[src/rtl/sr_load_sched_if.sv]
// Word-request and i4003 serial-link bundle for sr_load_sched.
// The slave modport is the scheduler side and the master modport is the requester/i4003 environment.
interface sr_load_sched_if #(
  parameter int WIDTH = 10
);
  logic             req0_valid;
  logic [WIDTH-1:0] req0_data;
  logic             req0_ready;
  logic             req1_valid;
  logic [WIDTH-1:0] req1_data;
  logic             req1_ready;
  logic             sr_cp;
  logic             sr_data;
  logic             sr_enable;
  logic             sr_sout;
  logic             busy;
  logic             done;
  logic             done_id;
  logic [WIDTH-1:0] rd_data;

  modport master (
    output req0_valid, req0_data, req1_valid, req1_data, sr_sout,
    input  req0_ready, req1_ready, sr_cp, sr_data, sr_enable,
           busy, done, done_id, rd_data
  );

  modport slave (
    input  req0_valid, req0_data, req1_valid, req1_data, sr_sout,
    output req0_ready, req1_ready, sr_cp, sr_data, sr_enable,
           busy, done, done_id, rd_data
  );
endinterface

[src/rtl/sr_load_sched.sv]
// Round-robin loader for the i4003: serialises a granted word MSB first, done pulses at grant+1+2*WIDTH*CP_DIV.
// ready is granted only in IDLE, so requests are held off while busy; SR_READBACK_EN captures the displaced word into rd_data.
module sr_load_sched #(
  parameter int WIDTH  = 10,
  parameter int CP_DIV = 4
) (
  input  logic           sysclk,
  input  logic           poc_pad,
  sr_load_sched_if.slave bus
);

  localparam int         BW      = $clog2(WIDTH + 1);
  localparam logic [7:0] PH_LOAD = 8'(CP_DIV - 1);

  typedef enum logic [1:0] {IDLE, SETUP, HIGH, DONE} state_t;

  state_t           state;
  state_t           state_nx;
  logic [7:0]       phase;
  logic [BW-1:0]    bit_cnt;
  logic [WIDTH-1:0] shreg;
  logic             last_grant;
  logic             pick;
  logic             hs;
  logic             phase_end;
  logic             last_bit;

  // On a tie the requester not served last wins; a lone requester always wins.
  always_comb begin
    pick = 1'b0;
    if (bus.req0_valid && bus.req1_valid) begin
      pick = ~last_grant;
    end else begin
      pick = bus.req1_valid;
    end
  end

  assign hs        = (state == IDLE) && (bus.req0_valid || bus.req1_valid);
  assign phase_end = (phase == 8'd0);
  assign last_bit  = (bit_cnt == BW'(WIDTH - 1));
  assign bus.busy  = (state != IDLE);

  always_ff @(posedge sysclk or posedge poc_pad) begin
    if (poc_pad) begin
      state <= IDLE;
    end else begin
      state <= state_nx;
    end
  end

  always_comb begin
    state_nx       = state;
    bus.req0_ready = 1'b0;
    bus.req1_ready = 1'b0;
    bus.sr_cp      = 1'b0;
    bus.sr_data    = 1'b0;
    bus.sr_enable  = 1'b0;
    bus.done       = 1'b0;
    bus.done_id    = 1'b0;
    case (state)
      IDLE: begin
        bus.req0_ready = bus.req0_valid & ~pick;
        bus.req1_ready = bus.req1_valid & pick;
        if (hs) begin
          state_nx = SETUP;
        end
      end
      SETUP: begin
        bus.sr_enable = 1'b1;
        bus.sr_data   = shreg[WIDTH-1];
        if (phase_end) begin
          state_nx = HIGH;
        end
      end
      HIGH: begin
        bus.sr_enable = 1'b1;
        bus.sr_cp     = 1'b1;
        bus.sr_data   = shreg[WIDTH-1];
        if (phase_end) begin
          state_nx = last_bit ? DONE : SETUP;
        end
      end
      DONE: begin
        bus.done    = 1'b1;
        bus.done_id = last_grant;
        state_nx    = IDLE;
      end
      default: state_nx = IDLE;
    endcase
  end

  // last_grant doubles as the id of the word in flight.
  always_ff @(posedge sysclk or posedge poc_pad) begin
    if (poc_pad) begin
      phase      <= 8'd0;
      bit_cnt    <= '0;
      shreg      <= '0;
      last_grant <= 1'b1;
    end else begin
      case (state)
        IDLE: begin
          if (hs) begin
            shreg      <= pick ? bus.req1_data : bus.req0_data;
            last_grant <= pick;
            bit_cnt    <= '0;
            phase      <= PH_LOAD;
          end
        end
        SETUP: begin
          phase <= phase_end ? PH_LOAD : phase - 8'd1;
        end
        HIGH: begin
          if (phase_end) begin
            phase   <= PH_LOAD;
            shreg   <= {shreg[WIDTH-2:0], 1'b0};
            bit_cnt <= bit_cnt + BW'(1);
          end else begin
            phase <= phase - 8'd1;
          end
        end
        default: ;
      endcase
    end
  end

`ifdef SR_READBACK_EN
  logic [WIDTH-1:0] cap;
  logic [WIDTH-1:0] rd_q;

  // serial_out is sampled just before each cp rise, while it still shows the bit about to be displaced.
  always_ff @(posedge sysclk or posedge poc_pad) begin
    if (poc_pad) begin
      cap  <= '0;
      rd_q <= '0;
    end else begin
      if (state == SETUP && phase_end) begin
        cap <= {cap[WIDTH-2:0], bus.sr_sout};
      end
      if (state == HIGH && phase_end && last_bit) begin
        rd_q <= cap;
      end
    end
  end

  assign bus.rd_data = rd_q;
`else
  logic unused_sout;
  assign unused_sout = bus.sr_sout;
  assign bus.rd_data = '0;
`endif

endmodule

[src/flat_wrapper.sv]
// flat-port wrapper written by rule: the top's interface ports become plain ports
module sr_load_sched_flat 
#(
  parameter int WIDTH  = 10,
  parameter int CP_DIV = 4
)
  (sysclk, poc_pad, bus_req0_valid, bus_req0_data, bus_req1_valid, bus_req1_data, bus_sr_sout, bus_req0_ready, bus_req1_ready, bus_sr_cp, bus_sr_data, bus_sr_enable, bus_busy, bus_done, bus_done_id, bus_rd_data);
  sr_load_sched_if #(.WIDTH(WIDTH)) bus_i ();
  input  logic sysclk;
  input  logic poc_pad;
  input wire logic [$bits(bus_i.req0_valid)-1:0] bus_req0_valid;
  input wire logic [$bits(bus_i.req0_data)-1:0] bus_req0_data;
  input wire logic [$bits(bus_i.req1_valid)-1:0] bus_req1_valid;
  input wire logic [$bits(bus_i.req1_data)-1:0] bus_req1_data;
  input wire logic [$bits(bus_i.sr_sout)-1:0] bus_sr_sout;
  output wire logic [$bits(bus_i.req0_ready)-1:0] bus_req0_ready;
  output wire logic [$bits(bus_i.req1_ready)-1:0] bus_req1_ready;
  output wire logic [$bits(bus_i.sr_cp)-1:0] bus_sr_cp;
  output wire logic [$bits(bus_i.sr_data)-1:0] bus_sr_data;
  output wire logic [$bits(bus_i.sr_enable)-1:0] bus_sr_enable;
  output wire logic [$bits(bus_i.busy)-1:0] bus_busy;
  output wire logic [$bits(bus_i.done)-1:0] bus_done;
  output wire logic [$bits(bus_i.done_id)-1:0] bus_done_id;
  output wire logic [$bits(bus_i.rd_data)-1:0] bus_rd_data;
  assign bus_i.req0_valid = bus_req0_valid;
  assign bus_i.req0_data = bus_req0_data;
  assign bus_i.req1_valid = bus_req1_valid;
  assign bus_i.req1_data = bus_req1_data;
  assign bus_i.sr_sout = bus_sr_sout;
  assign bus_req0_ready = bus_i.req0_ready;
  assign bus_req1_ready = bus_i.req1_ready;
  assign bus_sr_cp = bus_i.sr_cp;
  assign bus_sr_data = bus_i.sr_data;
  assign bus_sr_enable = bus_i.sr_enable;
  assign bus_busy = bus_i.busy;
  assign bus_done = bus_i.done;
  assign bus_done_id = bus_i.done_id;
  assign bus_rd_data = bus_i.rd_data;
  sr_load_sched #(.WIDTH(WIDTH), .CP_DIV(CP_DIV)) u_core (.sysclk(sysclk), .poc_pad(poc_pad), .bus(bus_i));
endmodule
[config.mk]
export PLATFORM = sky130hd
export DESIGN_NAME = sr_load_sched_flat
export DESIGN_NICKNAME = d
export VERILOG_FILES = /design/src/rtl/sr_load_sched_if.sv /design/src/rtl/sr_load_sched.sv /design/src/flat_wrapper.sv
export SDC_FILE = /design/constraint.sdc
export NUM_CORES = 1
export LEC_CHECK = 0
export ABC_CLOCK_PERIOD_IN_PS = 2640
export CORE_MARGIN = 2
export CORE_UTILIZATION = 48
export DETAILED_ROUTE_END_ITERATION = 10
export PLACE_DENSITY = 0.87
export SKIP_LAST_GASP = 1
export SYNTH_ARGS = -nofsm -noshare
export SYNTH_HDL_FRONTEND = slang
export SYNTH_SLANG_ARGS = --single-unit
[constraint.sdc]
create_clock -name sysclk -period 2.64 [get_ports sysclk]
set_clock_uncertainty 0.1 [all_clocks]
set_input_delay 0.264 -clock sysclk [delete_from_list [all_inputs] [get_ports sysclk]]
set_output_delay 0.264 -clock sysclk [all_outputs]
set_load 0.05 [all_outputs]
==> impl_summary.md <==
Outcome
The run finished with clean final reports.

Yosys
The sequential share of the synthesized area is 0.387. The portion of synthesized cell area occupied by the leading cell type is 0.370. Yosys mapped a number of flops with a built-in enable equal to 0. Of the total synthesized cell area, the portion taken by XOR and XNOR cells is 0.0270. The yosys synthesis warning count is 0. The dominant cell type by area after synthesis is dfrtp_1. The portion of synthesized area spent on multiplexers is 0.0849. The number of standard cells after synthesis is 170.

The post-synthesis cell type count is 47. The fraction of the mapped netlist area in adder cells is 0.0617. Ranked by total cell area, the synthesized netlist is headed by dfrtp_1 (37%), mux2_2 (6.9%), ha_1 (6.2%).

The simple logic cell fraction of the synthesized area is 0.177. The flip-flop and latch count after synthesis is 25. The cell area that synthesis handed to floorplanning was 0.00162 mm². The combinational family with the most area after synthesis is simple AND/OR/NAND/NOR gates. Of all flip-flops after synthesis, the portion carrying an async set or reset was 1.00. The most used flip-flop cell after synthesis is dfrtp_1. The compound-gate portion of the synthesized area came to 0.174. The synthesized area per cell is 9.54 µm².

Timing
The hold violation total from the final report was 0. Final hold analysis gives a worst-case slack of 176 ps. The max-slew violation total from the final report is 0. The setup TNS is 0 ps. The normalized max-slew margin is 0.663. The number of setup violations in the final report is 0. Dividing the final minimum period by the clock period gives 0.945. Setup repair after global routing left no endpoint under its margin. The slew at the pin closest to its max-slew limit is 504 ps. The time the final worst path needs with I/O delays and setup is 2490 ps. The highest attainable clock frequency is 0.401 GHz.

Finish
The fraction of the core area covered by cells at the end of the flow is 0.607. In the layout the commonest cells are clkdlybuf4s50_1 (27), dfrtp_1 (24), a21oi_1 (15), nand2_1 (12). The commonest non-fill, non-tap cell in the layout is clkdlybuf4s50_1. Of the cells placed in the final design, the portion with a size suffix greater than 1 is 0.151. 0 antenna diodes ended up in the layout. The count of nets after finishing is 239. The signed area change from the synthesized netlist to the final layout is 23.0%.

Power
Dividing total power by cell area gives a power density of 1110 mW/mm². The internal power contribution is 0.00120 W. The net load switching power is 0.00102 W. The part of the power in combinational logic is 0.624. The part of the power in the clock network is 0.076. The net switching share of the total power is 0.461. The register share of total power is 0.300. The total chip power is 0.00222 W.

IR analysis of the VDD net gives a maximum drop of 0.000518 V. The leakage power of the design is 0.902 nW.

Routing
Dividing the detail-routed via count by the number of cells gives 5.38. Summed over all layers, the routed wires come to 3230 µm. The number of detailed-routing iterations run before antenna repair is 4. In the final routed layout, each cell accounts on average for 12.9 µm. For this block, the via count after detailed routing is 1350. The number of violations reported at the end of detailed-routing iteration 0 is 55.

The number of remaining DRC errors is 0. The number of routed nets with antenna violations is 0.

Placed design
Input and output buffers added on the ports amount to 31. At the end of routability-driven placement, the weighted congestion stood at 0.842. Detailed placement ended at an HPWL of 2500 µm.

CTS
The number of clock buffers added by TritonCTS is 3. The post-cts hold buffer count is 0. After clock tree synthesis, the clock-pin slew on the worst setup and hold paths is 140 ps. CTS built an H-tree with a depth of 1. The CTS sink count is 25. The library cell used as clock root buffer is clkbuf_4. TritonCTS built the clock tree. The clock latency of the later-clocked register in the worst-skew pair is 310 ps. Counting along the longest clock path gives a buffer depth of 2.

The post-CTS setup buffer count is 0.

Critical path
The biggest cell delay along the critical path is 860 ps. The required time at the worst-slack endpoint is 2280 ps. Walking the worst path, the cells encountered are inv_1 > ha_1 > clkdlybuf4s50_1.

Broken down by cell family, the worst path's largest delay share belongs to buffers and inverters. For flop-to-flop paths, the worst setup slack is 420 ps. The count of buffering cells on the critical path with inverters included is 2. The sort of element at the start of the critical path is a flop. The peak fanout along the critical path is 8. The data arrival time at the worst-slack endpoint is 2130 ps.

The endpoint class of the critical path is a primary output. On the critical path, the stage with the largest delay is an instance of clkdlybuf4s50_1. The type of the worst setup path is reg -> out.

Floorplanning
The horizontal extent of the die is 62.1 µm. In this run the vertical extent of the chip is 62.1 µm. In this run the standard cell core region covers 0.00328 mm². The floorplan has 21 rows. The die covers 0.00386 mm². The initial core utilization is 0.494. The top-level I/O count is 43.

Global route
The via count of the first global-routing pass was 1303. The total global routing overflow is 0. The initial antenna violation count is 0.

Across every metal layer, demand over resource in global routing totals 0.176. The maximum number of pins on one net before global-route repair is 26. The first global-routing pass estimated 5640 µm of wire.

Worst hold path
The path class of the tightest hold or removal check is in -> async.

Flow run
The number of maximum-capacitance violations is 0.
[power groups by stage]
stage / clock (W) / sequential (W) / combinational, W
3_3_place_gp: 0 / 0.000665 / 0.00135
2_1_floorplan: 0 / 0.000639 / 0.00109
6_report: 0.000169 / 0.000666 / 0.00139
4_1_cts: 0.000179 / 0.000664 / 0.00139
5_1_grt: 0.000198 / 0.000690 / 0.00151
3_5_place_dp: 0 / 0.000674 / 0.00139
[logic make-up after synthesis]
| group | Yosys count |
|---|---|
| flops | 25 |
| buf+inv | 25 |
| mux | 12 |
| compound gates | 41 |
| other cells | 1 |
| xor+xnor | 5 |
| simple gates | 53 |
| fa+ha+maj | 8 |
[sequential cells by signal, indices dropped and copies added (netlist names)]
register,flops
u_core.state,2
u_core.shreg,10
u_core.last_grant,1
u_core.bit_cnt,4
u_core.phase,8
[cell usage after synthesis, types with 3 or more instances]
| library cell | count |
|---|---|
| inv_1 | 8 |
| nor2_1 | 11 |
| dfrtp_1 | 24 |
| a22o_1 | 3 |
| a2bb2oi_1 | 7 |
| o21ai_0 | 4 |
| buf_4 | 10 |
| mux2_2 | 10 |
| a21oi_1 | 15 |
| clkbuf_1 | 4 |
| nand3_1 | 6 |
| ha_1 | 8 |
| nor3b_1 | 3 |
| xnor2_1 | 5 |
| nand2_1 | 12 |
| or3_1 | 3 |
[cell type report]
class | count | area [µm²]
clock buffers | 3 | 22.5
clock inverters | 1 | 5.00
fillers | 276 | 1290
inverters | 8 | 30.0
multi-input cells | 129 | 887
flip-flops and latches | 25 | 627
well taps | 46 | 57.6
repair buffers | 39 | 365
[tightest hold or removal path, cell delays in order]
cell and delay (ps):
clkdlybuf4s50_1 400, inv_1 50, buf_4 300
[routing by layer]
metal  GRT usage  part of all wire  up-vias
li1            -                 -      660
met1       0.235              0.45      655
met5           0                 0        -
met3      0.0109             0.032        2
met2       0.300              0.51       33
met4      0.0694            0.0053        0
[metrics by stage]
step           area, µm²  setup WS [ps]  instances
2_1_floorplan       1660            475        179
3_3_place_gp        1960            393        247
3_5_place_dp        1960            348        247
4_1_cts             1990           27.1        251
5_1_grt             1990           52.9        251
6_report            1990            146        251
[final timing paths]
path	startpoint	endpoint	cells after the start
max	u_core.state[1]	bus_sr_enable	3
min	poc_pad	u_core.shreg[3]	3
min reg2reg	u_core.shreg[3]	u_core.shreg[3]	1
max reg2reg	u_core.state[0]	u_core.shreg[8]	6
min in group sysclk	u_core.shreg[3]	u_core.shreg[3]	1
max in group asynchronous	poc_pad	u_core.last_grant	3
[what timing repair did]
| action | in CTS | in global routing |
|---|---|---|
| endpoints found under the setup margin | 0 | 1 |
| gates resized for setup | 0 | 1 |
| endpoints found under the hold margin | 0 | 0 |
Note: power is estimated with default switching activity, not from simulation.
